$ cat src/rtl/prim_timer_ctrl.sv
// prim_timer_ctrl: one-shot/periodic timer controller driving an external down counter
// Ports: i_clk, i_rstn (synchronous, active-low); i_start/i_stop/i_periodic/i_period/i_presc
//   request and configure a run; i_irq_clr clears o_irq; i_count is the counter feedback;
//   o_cnt_load/o_cnt_load_data/o_cnt_en drive the counter; o_busy, o_expire, o_irq report status.
// Define PRIM_TIMER_PRESCALER_EN to build the tick prescaler; otherwise every RUN cycle ticks.
module prim_timer_ctrl #(
   parameter int WIDTH       = 32,
   parameter int PRESC_WIDTH = 8
) (
   input  logic                   i_clk,
   input  logic                   i_rstn,
   input  logic                   i_start,
   input  logic                   i_stop,
   input  logic                   i_periodic,
   input  logic [WIDTH-1:0]       i_period,
   input  logic [PRESC_WIDTH-1:0] i_presc,
   input  logic                   i_irq_clr,
   input  logic [WIDTH-1:0]       i_count,
   output logic                   o_cnt_load,
   output logic [WIDTH-1:0]       o_cnt_load_data,
   output logic                   o_cnt_en,
   output logic                   o_busy,
   output logic                   o_expire,
   output logic                   o_irq
);
   typedef enum logic [1:0] {IDLE, LOAD, RUN} state_t;
   state_t state, state_nxt;
   logic periodic_q;
   logic start_ok, latch, term, expire_set, reload, tick;
   assign start_ok = i_start && (i_period != '0);
   assign latch = start_ok && !i_stop;
   assign term = (state == RUN) && (i_count == '0);
   // a stop or a restart abandons the run, so a coincident terminal cycle does not expire
   assign expire_set = term && !i_stop && !start_ok;
   assign reload = expire_set && periodic_q;
`ifdef PRIM_TIMER_PRESCALER_EN
   logic [PRESC_WIDTH-1:0] presc_q, pcnt;
   assign tick = pcnt == presc_q;
   // held at zero outside RUN so LOAD always starts a fresh prescale interval
   always_ff @(posedge i_clk) begin
      if (!i_rstn) begin
         presc_q <= '0;
         pcnt <= '0;
      end else begin
         if (latch) presc_q <= i_presc;
         pcnt <= (state != RUN || reload || tick) ? '0 : pcnt + 1'b1;
      end
   end
`else
   logic unused_presc;
   assign unused_presc = ^i_presc;
   assign tick = 1'b1;
`endif
   always_ff @(posedge i_clk) begin
      if (!i_rstn) begin
         state <= IDLE;
         periodic_q <= 1'b0;
         o_cnt_load_data <= '0;
         o_expire <= 1'b0;
         o_irq <= 1'b0;
      end else begin
         state <= state_nxt;
         if (latch) begin
            periodic_q <= i_periodic;
            o_cnt_load_data <= i_period;
         end
         o_expire <= expire_set;
         // setting wins over clearing in both the terminal cycle and the pulse cycle
         o_irq <= expire_set || o_expire || (o_irq && !i_irq_clr);
      end
   end
   always_comb begin
      state_nxt = state;
      state_nxt = i_stop ? IDLE :
                  start_ok ? LOAD :
                  (state == LOAD) ? RUN :
                  (expire_set && !periodic_q) ? IDLE : state;
   end
   assign o_cnt_load = ((state == LOAD) && !i_stop) || reload;
   assign o_cnt_en = (state == RUN) && tick && (i_count != '0) && !o_cnt_load && !i_stop;
   assign o_busy = state != IDLE;
endmodule

$ cat config.mk
export PLATFORM = sky130hd
export DESIGN_NAME = prim_timer_ctrl
export DESIGN_NICKNAME = d
export VERILOG_FILES = /design/src/rtl/prim_timer_ctrl.sv
export SDC_FILE = /design/constraint.sdc
export NUM_CORES = 1
export LEC_CHECK = 0
export CAP_MARGIN = 20
export CORE_ASPECT_RATIO = 0.75
export CORE_MARGIN = 2
export CORE_UTILIZATION = 35
export DETAILED_ROUTE_END_ITERATION = 10
export MAX_ROUTING_LAYER = met4
export PLACE_DENSITY = 0.9
export SLEW_MARGIN = 5
export SYNTH_ARGS = -nofsm -noshare
export SYNTH_HDL_FRONTEND = slang
export SYNTH_SLANG_ARGS = --single-unit
$ cat constraint.sdc
create_clock -name i_clk -period 2.3 [get_ports i_clk]
set_input_delay 0.46 -clock i_clk [delete_from_list [all_inputs] [get_ports i_clk]]
set_output_delay 0.46 -clock i_clk [all_outputs]
set_load 0.005 [all_outputs]
---- After elaboration in Yosys (flattened, before gate mapping) ----
Index checks and enable logic that the tools add are counted.
Widths: inputs -> output; s select.
storage, ports and cells
  output and inout bits ................... 37
  register bits ........................... 37
cells by class
  reductions and logical operators ........ 28
  bitwise operators ....................... 1
  eq/ne operators ......................... 2
  muxes and demuxes ....................... 3
operators with widths
  cell                number
  $reduce_bool 32->1  2
  $logic_not 32->1    1
  $logic_and 1x1->1   12
  $logic_not 1->1     5
  $mux 2              2
  $reduce_bool 2->1   2
  $logic_or 1x1->1    3
  $reduce_bool 3->1   1
  $reduce_or 3->1     1
  $eq 2x1->1 const B  1
  $eq 2x2->1 const B  1
  $reduce_or 2->1     1
  $mux 1              1
  $not 1->1           1

---- Logic depth before layout (Yosys ltp) ----
Gate-level depths: netlist of run 1.
  depth after elaboration ................. 9
  gate-level depth with buffers ........... 5
  gate-level depth less buffers ........... 4

---- Least setup slack after synthesis of run 1 ----
No wires, ideal clock.
  path type ............................... input -> output
  start point ............................. input port i_count[16]
  end point ............................... output port o_cnt_load
  path slack .............................. 184 ps
  cell stages on the path ................. 4
  arrival ................................. 1,656 ps
  data required time ...................... 1,840 ps
  path through ............................ nor4_1 nand2_1 or4_4 o41ai_2
between the ends
  word-level cells in the longest chain between the ends .. 6
ends and longest elaborated chain
  what                             line  source
  from (decl)                      18    input logic [WIDTH-1:0] i_count,
  $logic_not 32->1                 32    assign term = (state == RUN) && (i_count == '0);
  $logic_and 1x1->1                32
  $logic_and 1x1->1 (2 in series)  34    assign expire_set = term && !i_stop && !start_ok;
  $logic_and 1x1->1                35    assign reload = expire_set && periodic_q;
  $logic_or 1x1->1                 79    assign o_cnt_load = ((state == LOAD) && !i_stop) || reload;
  to (decl)                        19    output logic o_cnt_load,
Every way passes these cells.

---- Worst setup path in the final report of run 1 ----
  start point ............................. input port i_count[28]
  end point ............................... output port o_cnt_load
The elaborated chain is that of the path after synthesis.

==> results of run 1 <==
-- synthesized netlist by cell type, types with 2 or more instances --
cell,instances
nor2_1,3
dfxtp_1,37
buf_2,3
nand2_1,71
mux2i_1,33
nor4_1,17
clkbuf_1,6
o41ai_2,2
buf_6,2
and4_4,2
-- power by group through the flow --
stage | Clock, mW | Combinational, mW | Sequential (mW)
floorplan | 0 | 0.0875 | 0.703
global placement | 0 | 0.297 | 0.700
detailed placement | 0 | 0.304 | 0.701
CTS | 0.585 | 0.277 | 0.687
global route | 0.620 | 0.310 | 0.691
finish | 0.574 | 0.288 | 0.687
-- registers in the layout (all words and copies together), names as in the netlist --
name	cells
o_irq	1
periodic_q	1
o_expire	1
state	2
o_cnt_load_data	32
-- routing by layer --
| metal | vias to the layer above | GRT usage (%) | share of wire, % |
|---|---|---|---|
| met5 | - | - | 0 |
| met4 | 0 | 6.05 | 2.7 |
| met3 | 15 | 5.04 | 7.2 |
| met2 | 88 | 34.9 | 47 |
| met1 | 835 | 23.0 | 43 |
| li1 | 908 | - | - |
-- path summary, 6_finish.rpt --
kind                                             to                 from  slack (ns)
worst max register to register             o_expire             state[1]        1.04
worst min register to register  o_cnt_load_data[19]  o_cnt_load_data[19]        0.46
worst max-delay path                     o_cnt_load          i_count[28]       -0.04
worst min-delay path            o_cnt_load_data[19]  o_cnt_load_data[19]        0.46
-- critical path, stage by stage --
cell,delay (ns)
buf_2,0.11
nor4_2,0.27
nand2_1,0.10
or4_4,0.55
o41ai_4,0.22
buf_2,0.16
-- stage by stage --
| stage | power, mW | util (%) | TNS [ns] | setup slack, ns | hold slack, ns |
|---|---|---|---|---|---|
| 6_report | 1.55 | 67.9 | -0.0443 | -0.0443 | 0.456 |
| 4_1_cts | 1.55 | 66.7 | -0.00197 | -0.00197 | 0.461 |
| 5_1_grt | 1.62 | 67.9 | -0.105 | -0.105 | 0.481 |
| 3_3_place_gp | 0.998 | 64.2 | -1.25 | -0.828 | 0.442 |
| 3_5_place_dp | 1.01 | 64.2 | -1.41 | -0.854 | 0.449 |
| 2_1_floorplan | 0.790 | - | 0 | 0.184 | 0.448 |
-- repair_timing --
| action | CTS | global route |
|---|---|---|
| pin swaps | 26 | 5 |
| setup buffers | 5 | 0 |
| resized for setup | 147 | 9 |
| endpoints found under the setup margin | 2 | 2 |
-- layout make-up --
| cell class | count | area, um^2 |
|---|---|---|
| Sequential cell | 37 | 741 |
| Inverter | 1 | 3.75 |
| Multi-Input combinational cell | 142 | 1040 |
| Timing Repair Buffer | 128 | 1110 |
| Tap cell | 57 | 71.3 |
| Fill cell | 359 | 1460 |
| Clock inverter | 1 | 30.0 |
| Clock buffer | 7 | 86.3 |
-- cells by family (layout without fill, tap and decap cells) --
| logic type | count (synthesis) | count (layout) | share of synthesized area, % |
|---|---|---|---|
| simple gates | 102 | 102 | 28.6 |
| flops | 37 | 37 | 43.8 |
| mux | 33 | 33 | 19.5 |
| buf+inv | 12 | 137 | 3.77 |
| compound gates | 7 | 7 | 4.29 |
==> parameters.txt, run 1 <==
Parameter                              Value

Route
  Iter 0 DRT Violations    36
  Mean number of vias per cell    4.95
  Post-route antenna net violation count    0
  Detailed-route wire length per cell    14.1 um
  DRC Markers    0
  Drt pass-1 iters    4
  Total length of routed wires    5.26 mm
  Vias after detailed routing    1846

Floorplan
  Die width    84.2 um
  Standard-cell rows    21
  Initial cell density of the core    37.2%
  Number of I/O pins    115
  Die footprint    5410 um^2
  Area of the core region    4550 um^2
  DIE HEIGHT    64.2 um

Synth
  Post-synthesis instance total    191
  Number of nets in the synthesized netlist    269
  Count of distinct cell types in the synthesized netlist    25
  Post-synth EDFFs    0
  Proportion of synthesized chip area in sequential cells    43.8%
  Mapped cell area    1690 um^2
  Cell types with the largest area share after synthesis    dfxtp_1 44%, mux2i_1 20%, nand2_1 16%, nor4_1 6.3%, o41ai_2 1.9%
  Yosys warns    0
  Post-synth top area cell    dfxtp_1
  Share of synthesized registers carrying an async set or reset    0%
  Top FF cell, synth    dfxtp_1
  Synthesis-stage register bit count    37
  Syn Area/Cell    8.85 um^2
  Area share of the largest cell type after synthesis    43.8%

Critical path
  Worst-path maximum fanout    2
  Cell count of the worst reg-to-reg path    3
  Critical path start-end classification    in2out
  Crit path arrival time    1.88 ns
  Endpoint kind of the worst setup timing path    primary output
  Critical Path RT    1.84 ns
  Launching element type of the critical path    input port

Power
  Leakage    1.28 nW
  Proportion of power drawn by the clock network    37.1%
  Maximum vdd ir drop    0.272 mV
  Sequential cell fraction of total power    44.4%
  Part of the power in combinational logic    18.6%
  Switching power as a share of total power    23.0%
  Power per cell area    502 nW/um^2
  Switching Power    0.356 mW
  Internal power summed over all cells    1.19 mW

Run status
  Violations in the final reports    negative setup slack
  Run status    finished with violations

Global routing
  Leftover overflow at the end of global routing    0
  Largest net degree at the start of global routing    50
  Number of global-route vias before repair    1860
  First-pass GRT wire length    8.47 mm
  Initial antenna violation count    0
  Global Route Usage Sum    20.1%

CTS
  Maximum level of the CTS H-tree    2
  Clock tree from TritonCTS    done
  Number of hold buffers added after CTS    0
  Maximum clock path buffer count    2
  Insertion delay of the later-clocked pin in the worst-skew pair    0.28 ns
  Clock Tree Root    clkbuf_8
  Clock buffers created by TritonCTS    5
  Sink Count    37
  Clk pin slew, worst setup/hold paths    0.07 ns

Hold path
  Path category of the worst min-delay check    reg2reg
  Cell depth of the worst hold path    2

Placement
  DPL Wire Length    3.74 mm
  Cell area after placement    2920 um^2
  # port buffers    106
  Number of placed cells counting well taps    360
  Gp weighted congestion    0.769

Run
  Number of maximum-capacitance violations    0

STA
  Count of endpoints failing setup in the final report    1
  Max Clock Skew    0.000764 ns
  Worst rel slew slack    75.2%
  Post-route fraction of the period consumed by the critical path    102%
  Maximum clock frequency    427 MHz
  Fin. max-slew vios    0
  Final critical path time including I/O delays and setup    2.34 ns
  Slew at the pin with the worst max-slew slack    0.372 ns
  Worst-case setup margin in the final layout    -0.0443 ns
  RSZ-0062 raised after global routing    true
  Hold violation total from the final report    0

Layout
  Total number of nets in the final design    393
  Number of non-filler instances in the completed layout    373
  Design area    3090 um^2
  Proportion of layout cells with a drive suffix above 1    25.3%
  Area growth from synthesis to layout    82.6%
  Inserted Diodes    0
  Commonest non-fill, non-tap cell in the layout    nand2_1
  Most frequent cells in the layout    71 x nand2_1, 39 x clkdlybuf4s50_1, 37 x dfxtp_1
(Power assumes the default switching activity.)
==> run 2, diff against run 1 <==
--- a/config.mk
+++ b/config.mk
@@ -9,6 +9,7 @@
 export CORE_ASPECT_RATIO = 0.75
 export CORE_MARGIN = 2
 export CORE_UTILIZATION = 35
+export CTS_CLUSTER_SIZE = 24
 export DETAILED_ROUTE_END_ITERATION = 10
 export MAX_ROUTING_LAYER = met4
 export PLACE_DENSITY = 0.9
==> constraint.sdc (replaced) <==
create_clock -name i_clk -period 2.2 [get_ports i_clk]
set_input_delay 0.44 -clock i_clk [delete_from_list [all_inputs] [get_ports i_clk]]
set_output_delay 0.44 -clock i_clk [all_outputs]
set_load 0.005 [all_outputs]
==> run 2 against run 1 <==
  * The run still ends with negative setup slack left
  * Utilization fell by 0.17 points
  * Routed wire length is 0.67% higher
  * Global-route usage rose by 0.21 points
  * Sequential share of layout area up 0.059 points
  * Clock skew is 0.00060 ns lower
  * Non-clock buffer count grew 1
  * Critical path type unchanged
  * Largest cell class unchanged
==> parameters.txt, run 2 (same netlist as run 1, synthesis figures left out) <==
Parameter                              Value

Power
  Sequential cell fraction of total power    46.7%
  Switching power as a share of total power    24.5%
  Internal power summed over all cells    1.16 mW
  Proportion of power drawn by the clock network    33.8%
  Power per cell area    500 nW/um^2
  Switching Power    0.376 mW
  Final Total Pwr    1.54 mW
  Maximum vdd ir drop    0.384 mV
  Part of the power in combinational logic    19.5%
  Leakage    1.29 nW

Global routing
  Number of global-route vias before repair    1874
  Leftover overflow at the end of global routing    0
  Initial antenna violation count    0
  Largest net degree at the start of global routing    50
  First-pass GRT wire length    8.49 mm
  Global Route Usage Sum    20.3%

CTS
  Clock Tree Root    clkbuf_8
  Clock buffers created by TritonCTS    5
  Clk pin slew, worst setup/hold paths    0.07 ns
  Number of hold buffers added after CTS    0
  Insertion delay of the later-clocked pin in the worst-skew pair    0.28 ns
  Clock tree from TritonCTS    done
  Maximum level of the CTS H-tree    2
  Sink Count    37
  Maximum clock path buffer count    2

Layout
  Core utilization of the finished layout    67.7%
  Fill cells    371
  Most frequent cells in the layout    71 x nand2_1, 40 x clkdlybuf4s50_1, 37 x dfxtp_1
  Proportion of layout cells with a drive suffix above 1    24.6%
  Area growth from synthesis to layout    82.2%
  Regs by FF count    o_cnt_load_data (32), state (2)
  Total number of nets in the final design    394
  Commonest non-fill, non-tap cell in the layout    nand2_1
  Inserted Diodes    0
  Register containing the most flip-flops in the final layout    o_cnt_load_data
  Max FFs per register    32

STA
  Tightest hold margin    0.455 ns
  Hold violation total from the final report    0
  Count of endpoints failing setup in the final report    1
  Fin. max-slew vios    0
  Final critical path time including I/O delays and setup    2.30 ns
  Max Clock Skew    0.000161 ns
  RSZ-0062 raised after global routing    true
  Worst-case setup margin in the final layout    -0.102 ns
  Slew at the pin with the worst max-slew slack    0.389 ns
  Post-route fraction of the period consumed by the critical path    105%
  Worst rel slew slack    74.1%
  Maximum clock frequency    434 MHz

Route
  Detailed-route wire length per cell    14.2 um
  Vias after detailed routing    1811
  Iter 0 DRT Violations    49
  Post-route antenna net violation count    0
  Drt pass-1 iters    4
  Mean number of vias per cell    4.84
  Total length of routed wires    5.30 mm
  DRC Markers    0

Critical path
  Crit path arrival time    1.86 ns
  Critical Path RT    1.76 ns
  Critical path start-end classification    in2out
  Endpoint kind of the worst setup timing path    primary output
  Launching element type of the critical path    input port
  Worst-path maximum fanout    2

Placement
  # port buffers    106
  Gp weighted congestion    0.784
  DPL Wire Length    3.85 mm
  Setup slack at placement    -0.909 ns

Run
  Number of maximum-capacitance violations    0

Floorplan
  Number of I/O pins    115
  DIE HEIGHT    64.2 um
  Initial cell density of the core    37.2%
  Area of the core region    4550 um^2
  Die footprint    5410 um^2
  Standard-cell rows    21
  Die width    84.2 um

Run status
  Run status    finished with violations
  Violations in the final reports    negative setup slack

Hold path
  Path category of the worst min-delay check    reg2reg
[run 2: critical path, stage by stage]
cell and delay (ns):
clkdlybuf4s15_1 0.21, nor4_4 0.15, nand2_1 0.12, or4_4 0.57, o41ai_4 0.21, buf_2 0.16
[run 2: metal layers]
metal / global-route usage (%) / vias to the layer above / share of wire, % / routed length, um
li1: - / 910 / - / -
met2: 34.4 / 76 / 49 / 2580
met1: 23.2 / 818 / 42 / 2240
met3: 5.30 / 7 / 7.8 / 412
met5: - / - / 0 / 0
met4: 7.86 / 0 / 1.3 / 70
[run 2: timing repair]
item,in CTS,in global routing
resized for setup,137,10
pin swaps,25,5
buffers inserted,5,1
endpoints found under the setup margin,2,2
[run 2: through the flow]
| stage | cell area (um^2) | instances | setup TNS, ns |
|---|---|---|---|
| 6_report | 3080 | 374 | -0.102 |
| 2_1_floorplan | 1690 | 191 | 0 |
| 3_5_place_dp | 2930 | 361 | -1.63 |
| 4_1_cts | 3070 | 374 | -0.0727 |
| 5_1_grt | 3080 | 374 | -0.184 |
| 3_3_place_gp | 2930 | 361 | -1.49 |
[run 2: worst paths after layout]
check | from | to | slack [ns] | depth (start not counted)
setup reg to reg | state[1] | o_expire | 0.96 | 3
hold reg to reg | o_cnt_load_data[30] | o_cnt_load_data[30] | 0.46 | 2
setup / recovery | i_count[17] | o_cnt_load | -0.10 | 6
hold / removal | o_cnt_load_data[30] | o_cnt_load_data[30] | 0.46 | 2
[run 2: area by class of cell]
cell class	instances	area (um^2)	share of cell area [%]
Inverter	1	3.75	0.122
Tap cell	57	71.3	2.32
Multi-Input combinational cell	142	1030	33.4
Clock inverter	1	5.00	0.163
Clock buffer	7	96.3	3.13
Sequential cell	37	741	24.1
Timing Repair Buffer	129	1130	36.9
[run 2: power by group through the flow]
stage | combinational (mW) | sequential [mW] | clock, mW
final | 0.300 | 0.719 | 0.520
after global routing | 0.323 | 0.724 | 0.569
after CTS | 0.296 | 0.719 | 0.533
after detailed placement | 0.320 | 0.734 | 0
after global placement | 0.312 | 0.732 | 0
after floorplan | 0.0915 | 0.735 | 0
==> run 3, diff against run 2 <==
--- a/config.mk
+++ b/config.mk
@@ -6,13 +6,14 @@
 export NUM_CORES = 1
 export LEC_CHECK = 0
 export CAP_MARGIN = 20
-export CORE_ASPECT_RATIO = 0.75
+export CORE_ASPECT_RATIO = 0.7
 export CORE_MARGIN = 2
 export CORE_UTILIZATION = 35
 export CTS_CLUSTER_SIZE = 24
 export DETAILED_ROUTE_END_ITERATION = 10
 export MAX_ROUTING_LAYER = met4
 export PLACE_DENSITY = 0.9
+export REMOVE_ABC_BUFFERS = 1
 export SLEW_MARGIN = 5
 export SYNTH_ARGS = -nofsm -noshare
 export SYNTH_HDL_FRONTEND = slang
==> run 3 against run 2 <==
  * Routed wire length is 2.7% higher
  * Critical path type unchanged
  * Power is 3.5% lower
  * The run still ends with negative setup slack left
  * Via count is 0.72% higher
  * Clock-buffer cell count is 1 lower
==> parameters.txt, run 3 (same netlist as run 1, synthesis figures left out) <==
Parameter                              Value

STA
  RSZ-0062 raised after global routing    true
  Final-layout setup total negative slack    -0.0982 ns
  Hold violation total from the final report    0
  Final critical path time including I/O delays and setup    2.30 ns
  Count of endpoints failing setup in the final report    1
  Post-route fraction of the period consumed by the critical path    104%
  Maximum clock frequency    435 MHz
  Worst rel slew slack    69.5%
  Worst-case setup margin in the final layout    -0.0982 ns
  Max Clock Skew    0.00283 ns
  Fin. max-slew vios    0
  Slew at the pin with the worst max-slew slack    0.457 ns
  Tightest hold margin    0.442 ns

Global routing
  Leftover overflow at the end of global routing    0
  Number of global-route vias before repair    1891
  First-pass GRT wire length    8.80 mm
  Initial antenna violation count    0
  Largest net degree at the start of global routing    49
  Global Route Usage Sum    21.1%

Layout
  Inserted Diodes    0
  Area growth from synthesis to layout    87.3%
  Most frequent cells in the layout    71 x nand2_1, 40 x clkdlybuf4s50_1, 37 x dfxtp_1
  Commonest non-fill, non-tap cell in the layout    nand2_1
  Max FFs per register    32
  Register containing the most flip-flops in the final layout    o_cnt_load_data
  Total number of nets in the final design    403
  Regs by FF count    o_cnt_load_data (32), state (2)
  Proportion of layout cells with a drive suffix above 1    29.1%
  Fill cells    390

Route
  Drt pass-1 iters    4
  Post-route antenna net violation count    0
  Detailed-route wire length per cell    14.2 um
  Vias after detailed routing    1824
  DRC Markers    0
  Iter 0 DRT Violations    55
  Mean number of vias per cell    4.76
  Total length of routed wires    5.44 mm

CTS
  Insertion delay of the later-clocked pin in the worst-skew pair    0.28 ns
  Clk pin slew, worst setup/hold paths    0.07 ns
  Clock tree from TritonCTS    done
  Clock buffers created by TritonCTS    5
  Maximum level of the CTS H-tree    2
  Clock Tree Root    clkbuf_8
  Sink Count    37
  Number of hold buffers added after CTS    0
  Maximum clock path buffer count    2

Floorplan
  Die width    87.1 um
  Number of I/O pins    115
  Area of the core region    4700 um^2
  DIE HEIGHT    62.1 um
  Die footprint    5410 um^2
  Standard-cell rows    21
  Initial cell density of the core    35.9%

Power
  Switching Power    0.376 mW
  Switching power as a share of total power    25.3%
  Maximum vdd ir drop    0.435 mV
  Leakage    1.32 nW
  Part of the power in combinational logic    21.4%
  Internal power summed over all cells    1.11 mW
  Sequential cell fraction of total power    48.3%
  Proportion of power drawn by the clock network    30.3%
  Power per cell area    469 nW/um^2

Critical path
  Most common cell on crit path    buf_2
  CP max stage delay    0.54 ns
  Endpoint kind of the worst setup timing path    primary output
  Worst-path maximum fanout    2
  Crit path arrival time    1.86 ns
  CP Cell Sequence    buf_2 > nor4_4 > nand2_1 > or4_4 > o41ai_2 > buf_2
  Critical path start-end classification    in2out
  Critical Path RT    1.76 ns
  Launching element type of the critical path    input port
  Cell at the slowest stage of the critical path    or4_4

Run status
  Run status    finished with violations
  Violations in the final reports    negative setup slack

Hold path
  Path category of the worst min-delay check    in2reg

Placement
  Gp weighted congestion    0.778
  DPL Wire Length    3.96 mm
  # port buffers    106

Run
  Number of maximum-capacitance violations    0
-- run 3: cell types whose count changed in the layout (fill, tap and decap cells not counted), sizes merged --
cell,previous run,this run
buf,42,54
clkbuf,10,9
clkdlybuf4s15,13,17
clkinv,1,2
dlygate4sd2,31,24
-- run 3: cell type report --
class | instances | area (um^2) | area share, %
Tap cell | 57 | 71.3 | 2.25
Clock buffer | 6 | 72.6 | 2.29
Inverter | 1 | 3.75 | 0.119
Sequential cell | 37 | 741 | 23.4
Multi-Input combinational cell | 142 | 1060 | 33.6
Timing Repair Buffer | 138 | 1200 | 38.1
Clock inverter | 2 | 10.0 | 0.316
-- run 3: worst max-delay path, delay by kind of cell --
family	cells	cell delay, ns
AOI/OAI and AO/OA	1	0.19
buffers and inverters	2	0.28
and+or+nand+nor	3	0.94
-- run 3: power groups by stage --
stage	Clock (mW)	Sequential, mW	Combinational (mW)
2_1_floorplan	0	0.735	0.0740
3_3_place_gp	0	0.732	0.322
3_5_place_dp	0	0.733	0.329
4_1_cts	0.461	0.718	0.309
5_1_grt	0.489	0.721	0.343
6_report	0.449	0.718	0.318
-- run 3: path summary, 6_finish.rpt --
| kind | cells past startpoint | end | startpoint | slack [ns] |
|---|---|---|---|---|
| max | 6 | o_cnt_load | i_count[30] | -0.1 |
| min | 3 | o_cnt_load_data[25] | i_period[25] | 0.44 |
| max reg2reg | 3 | o_expire | state[1] | 0.97 |
| min reg2reg | 2 | o_cnt_load_data[9] | o_cnt_load_data[9] | 0.46 |
-- run 3: timing repair --
| item | 4_1_cts | 5_1_grt |
|---|---|---|
| gates resized for setup | 159 | 12 |
| pin swaps | 27 | 5 |
| endpoints found under the setup margin | 2 | 2 |
| setup buffers | 4 | 2 |
-- run 3: metrics by stage --
step / instances / total power [mW] / instance area [um^2] / setup WS [ns] / util, %
2_1_floorplan: 180 / 0.809 / 1630 / -0.202 / -
3_3_place_gp: 369 / 1.05 / 2990 / -0.875 / 63.5
3_5_place_dp: 369 / 1.06 / 2990 / -0.928 / 63.5
4_1_cts: 381 / 1.49 / 3120 / -0.0691 / 66.4
5_1_grt: 383 / 1.55 / 3170 / -0.148 / 67.3
6_report: 383 / 1.49 / 3170 / -0.0982 / 67.3
-- run 3: per-layer routing --
layer,share of wire (%),vias up,track usage [%]
met2,53,48,36.3
li1,-,926,-
met5,0,-,-
met4,0.97,0,6.64
met1,42,846,24.5
met3,4.1,4,4.39
==> RTL change 1: new RTL, flow settings as in run 3 <==
Build with the macro `PRIM_TIMER_PRESCALER_EN` defined.
--- a/src/rtl/prim_timer_ctrl.sv
+++ b/src/rtl/prim_timer_ctrl.sv
@@ -3,6 +3,8 @@
 //   request and configure a run; i_irq_clr clears o_irq; i_count is the counter feedback;
 //   o_cnt_load/o_cnt_load_data/o_cnt_en drive the counter; o_busy, o_expire, o_irq report status.
 // Define PRIM_TIMER_PRESCALER_EN to build the tick prescaler; otherwise every RUN cycle ticks.
+`define PRIM_TIMER_PRESCALER_EN
+
 module prim_timer_ctrl #(
    parameter int WIDTH       = 32,
    parameter int PRESC_WIDTH = 8
Formal check against the unedited RTL: not equivalent (a bounded check fails within 4 cycles, from zero or initial values and one cycle with i_rstn low).
==> RTL change 1 against run 3 <==
Worst setup slack gained 120 ps. Power grew 27%. Wire length is 25% higher. Fmax rose by 5.5%. Sequential power up 41%. Synthesized cell count increased by 39%. Worst hold slack got worse by 64 ps. Non-clock buffer count grew 5. Area after synthesis up 30%. Register-to-register slack got worse by 730 ps. Final cell count grew 26%. Design area grew 18%. Sequential cell count up 16. Largest power group unchanged.
==> RTL change 1: results (changes against run 3) <==
- The largest voltage drop on the vdd net is 0.2622 mV (-40%).
- The count of input and output buffers was 114 (+7.5%).
- The placer's final routability congestion estimate is 0.7533 (-3.1%).
- The number of setup buffers added after CTS is 8 (+4).
- The total instance count after detailed placement is 465 (+26%).
- The delay of the slowest cell on the worst path is 270 ps (-270 ps).
- met2 is the most crowded layer.
- The met2 track utilization from global routing is 32.81% (-3.5 points).
- The flow ran to the end, and the final reports show no timing, DRC or antenna violations.
- After synthesis, the cell types taking the most area are dfxtp_1 48%, nand2_1 14%, a21oi_1 7.3%.
- The global-route usage over all layers was 19.50% (-1.6 points).
- The switching share of total power is 24.92% (-0.38 points).
- The fraction of met3 tracks used by global routing is 5.405% (+1.0 points).
- The fraction of final layout cells with drive strength greater than 1 is 30.94% (+1.8 points).
- The cell count after synthesis is 265 (+39%).
- The routed via count divided by cell count is 4.851 (+1.9%).
- The detailed-routing wirelength on met1 was 2.951 mm (+28%).
- The filler cell count in the final layout was 543 (+39%).
- The leakage power is 1.390 nW (+5.4%).
- The placed cell area was 0.003536 sq mm (+18%).
- The largest net degree at the start of global routing is 45 (-8.2%).
- The half-perimeter wire length after placement came to 4.864 mm (+23%).
- The fraction of synthesis flops using an asynchronous set or reset pin is 0% (unchanged).
- The post-route clock skew is 10.00 ps (+7.178 ps).
- The number of levels the H-tree was split into is 2 (unchanged).
- The met3 wirelength from detailed routing was 584 microns (+160%).
- The global-route wire length before repair is 10.71 mm (+22%).
- The final wirelength came to 6.787 mm (+25%).
- The final net count was 482 (+20%).
- The via count of the first global-routing pass was 2378 (+26%).
- The count of different cell masters after synthesis is 29 (+16%).
- The global-route track usage on met1 is 23.82% (-0.64 points).
- The part of the Yosys area used for sequential elements is 48.18% (+4.4 points).
- The headroom to the max-slew limit is 64.43% (-5.1 points).
- The path type of the worst min-delay path is input port to flop.
- The count of vias placed by the detailed router is 2338 (+28%).
- The post-cts sizing count was 173 (+8.8%).
- The largest registers in the layout are o_cnt_load_data (32), pcnt (8), presc_q (8).
- The clock-pin slew of the registers on the worst-case setup and hold paths is 90 ps (+20 ps).
- The DRC violation total after the first TritonRoute iteration is 57 (+3.6%).
- The largest fanout on the critical path was 2 (unchanged).
- The slowest stage of the critical path is the nor4_4 cell.
- Counting instances in the post-synthesis netlist gives the leading cell types as 85 x nand2_1, 53 x dfxtp_1, 32 x a21oi_1.
- The worst path arrival time is 1740 ps (-120 ps).
- The routed length on met2 is 3.211 mm (+12%).
[RTL change 1: per-stage QoR]
step	setup WS [ps]	TNS, ps	power [mW]	utilization, %
after global routing	-53.45	-53.45	1.976	60.89
after floorplan	283.1	0	1.128	-
after detailed placement	-902.7	-11690	1.384	57.44
after CTS	-3.001	-3.001	1.893	59.57
final	22.51	0	1.882	60.89
after global placement	-834.8	-10210	1.378	57.44
[RTL change 1: kinds of logic (layout without fill, tap and decap cells)]
logic type	after synthesis	after routing	share of synthesized area [%]
flops	53	53	48.18
compound gates	50	50	14.43
buf+inv	16	155	4.318
xor+xnor	14	14	5.568
fa+ha+maj	1	1	0.5681
simple gates	131	131	26.93
[RTL change 1: power by group through the flow]
stage | Sequential [mW] | Combinational (mW) | Clock, mW
4_1_cts | 1.01 | 0.327 | 0.553
5_1_grt | 1.02 | 0.370 | 0.588
3_5_place_dp | 1.04 | 0.348 | 0
3_3_place_gp | 1.03 | 0.344 | 0
6_report | 1.01 | 0.343 | 0.527
2_1_floorplan | 1.04 | 0.0919 | 0
[RTL change 1: path summary, 6_finish.rpt]
kind                          from                                to  slack (ps)  cells after the start
min                   i_period[21]  o_cnt_load_data[21]$_SDFFE_PN0P_         380                      3
max reg2reg  state[0]$_SDFFE_PP0P_                  o_irq$_SDFF_PN0_         240                     10
min reg2reg     pcnt[0]$_SDFF_PP0_                pcnt[0]$_SDFF_PP0_         450                      1
max                    i_count[30]                        o_cnt_load          20                      8
[RTL change 1: cell type report]
cell class | instances | area, sq um | share of cell area (%)
multi-input combinational | 196 | 1249 | 33.31
timing repair buffer | 143 | 1237 | 33.01
sequential | 53 | 1066 | 28.44
tap | 78 | 97.59 | 2.603
clock buffer | 7 | 76.32 | 2.036
inverter | 4 | 15.01 | 0.4005
clock inverter | 1 | 7.507 | 0.2003
==> RTL change 2: new RTL, flow settings as in run 3 <==
Made on the original files. Register the outputs `o_cnt_en` and `o_busy`, cleared by the reset; this adds one clock of latency there. The other outputs are not delayed to match.
--- a/src/rtl/prim_timer_ctrl.sv
+++ b/src/rtl/prim_timer_ctrl.sv
@@ -77,7 +77,14 @@
                   (expire_set && !periodic_q) ? IDLE : state;
    end
    assign o_cnt_load = ((state == LOAD) && !i_stop) || reload;
-   assign o_cnt_en = (state == RUN) && tick && (i_count != '0) && !o_cnt_load && !i_stop;
-   assign o_busy = state != IDLE;
+   always_ff @(posedge i_clk) begin
+      if (!i_rstn) begin
+         o_cnt_en <= '0;
+         o_busy   <= '0;
+      end else begin
+         o_cnt_en <= (state == RUN) && tick && (i_count != '0) && !o_cnt_load && !i_stop;
+         o_busy   <= state != IDLE;
+      end
+   end
 endmodule
 
Function: changed (a bounded check fails within 4 cycles, from zero or initial values and one cycle with i_rstn low).
==> RTL change 2 against run 3 <==
The flow still finishes with violations (negative setup slack). Critical path type unchanged. Design area rose by 4.5%. Worst setup slack better by 57 ps. Area after synthesis up 0.67%. Sequential cell count up 2. Power grew 5.9%. Clock skew grew 0.76 ps. Non-clock buffer count fell by 1. Wire length is 15% higher.
==> RTL change 2: results (changes against run 3) <==
- The met3 wirelength from detailed routing came to 370 microns (+65%).
- The filler cell count in the final layout came to 383 (-1.8%).
- The fraction of final layout cells with drive strength greater than 1 came to 23.69% (-5.4 points).
- In this run the critical register-to-register path is captured at state[1]$_SDFFE_PP0P_.
- The share of the final layout cell area in multi-input gates came to 29.85% (-3.7 points).
- The count of input and output buffers came to 106 (unchanged).
- The count of different cell masters after synthesis is 23 (-8.0%).
- The half-perimeter wire length after placement is 4.140 mm (+4.5%).
- The final hold slack is 409.4 ps (-32.85 ps).
- The mean routed wirelength per cell is 16.41 microns (+16%).
- The run finished, with violations left.
- The register-to-register setup slack is 1110 ps (+140 ps).
- The routed length on met2 came to 3.254 mm (+14%).
- The final net count is 402 (-0.25%).
- The global-route track usage on met1 is 28.15% (+3.7 points).
- The leakage power came to 1.460 nW (+11%).
- The sink count of the clock tree was 39 (+5.4%).
- The part of the Yosys area used for sequential elements came to 45.88% (+2.1 points).
- The count of multi-input gates is 139 (-2.1%).
- The met2 track utilization from global routing is 35.42% (-0.84 points).
- The cell count after synthesis is 192 (+0.52%).
- Counting instances in the post-synthesis netlist gives the leading cell types as 68 x nand2_1, 39 x dfxtp_1, 33 x mux2i_1.
- The fraction of area in clock buffers and inverters came to 2.535% (-0.074 points).
- The post-route clock skew is 3.585 ps (+0.7592 ps).
- The total instance count after detailed placement is 365 (-1.1%).
- The non-clock buffer share of cell area was 41.62% (+3.6 points).
- The worst path arrival time came to 1800 ps (-60 ps).
- The count of plain and timing-repair buffers in the layout is 137 (-0.72%).
- The global-route wire length before repair is 9.156 mm (+4.1%).
- The number of setup buffers added after CTS is 9 (+5).
- In the post-synthesis netlist, the biggest area contributors are dfxtp_1 46%, mux2i_1 19%, nand2_1 15%.
- In this run the most critical hold path is launched from i_period[31].
- The proportion of cell area occupied by registers is 23.61% (+0.21 points).
- The startpoint identified for the worst register-to-register timing path is periodic_q$_SDFFE_PN0P_.
- The largest voltage drop on the vdd net is 0.3204 mV (-26%).
- Relative to the synthesized area, the layout overhead comes to 94.34%.
- The cell type of the slowest stage on the worst timing path is clkdlybuf4s50_1.
- The area of the core is 0.004730 sq mm (+0.56%).
- The non-clock inverter instance count of the final layout is 2 (+1).
- The worst setup path startpoint is i_count[23].
- The delay of the slowest cell on the worst path is 450 ps (-90 ps).
- The placer's final routability congestion estimate is 0.8634 (+11%).
- The placed cell area came to 0.002945 sq mm (-1.3%).
- The detailed-routing wirelength on met1 was 2.580 mm (+12%).
- The worst setup slack after layout is -40.95 ps (+57.25 ps).
- The final reports fail on negative setup slack.
- The total of endpoints with negative setup slack in the final report is 1 (unchanged).
- The pre-CTS worst setup slack is -765.0 ps (+163.0 ps).
- The terminating pin of the worst hold path is o_cnt_load_data[31]$_SDFFE_PN0P_.
- The fraction of met3 tracks used by global routing came to 5.585% (+1.2 points).
- The headroom to the max-slew limit came to 71.37% (+1.9 points).
RTL change 2: cell count changes in the layout (fill, tap and decap cells not counted), moves of 3 or more:
cell	run 3	this run
dlymetal6s2s_1	0	19
clkdlybuf4s50_1	40	53
dlygate4sd2_1	24	11
buf_2	18	11
clkdlybuf4s15_1	13	6
buf_4	29	23
nand4_1	0	4
clkdlybuf4s15_2	4	1
nand2_1	71	68
nor4_4	7	4
RTL change 2: worst max-delay path, delay by kind of cell:
family                 cells  cell delay, ps
buffers and inverters      2             550
AND/OR/NAND/NOR            3             640
AO/OA/AOI/OAI              1             170
RTL change 2: report_power, final:
part           internal (mW)  total [mW]  switching [mW]
sequential             0.738       0.755          0.0166
clock                  0.217       0.466           0.249
combinational          0.214       0.353           0.139
RTL change 2: kinds of logic after synthesis:
| group | synth area share (%) |
|---|---|
| compound gates | 2.720 |
| flops | 45.88 |
| buf+inv | 5.515 |
| mux | 19.41 |
| simple gates | 26.47 |
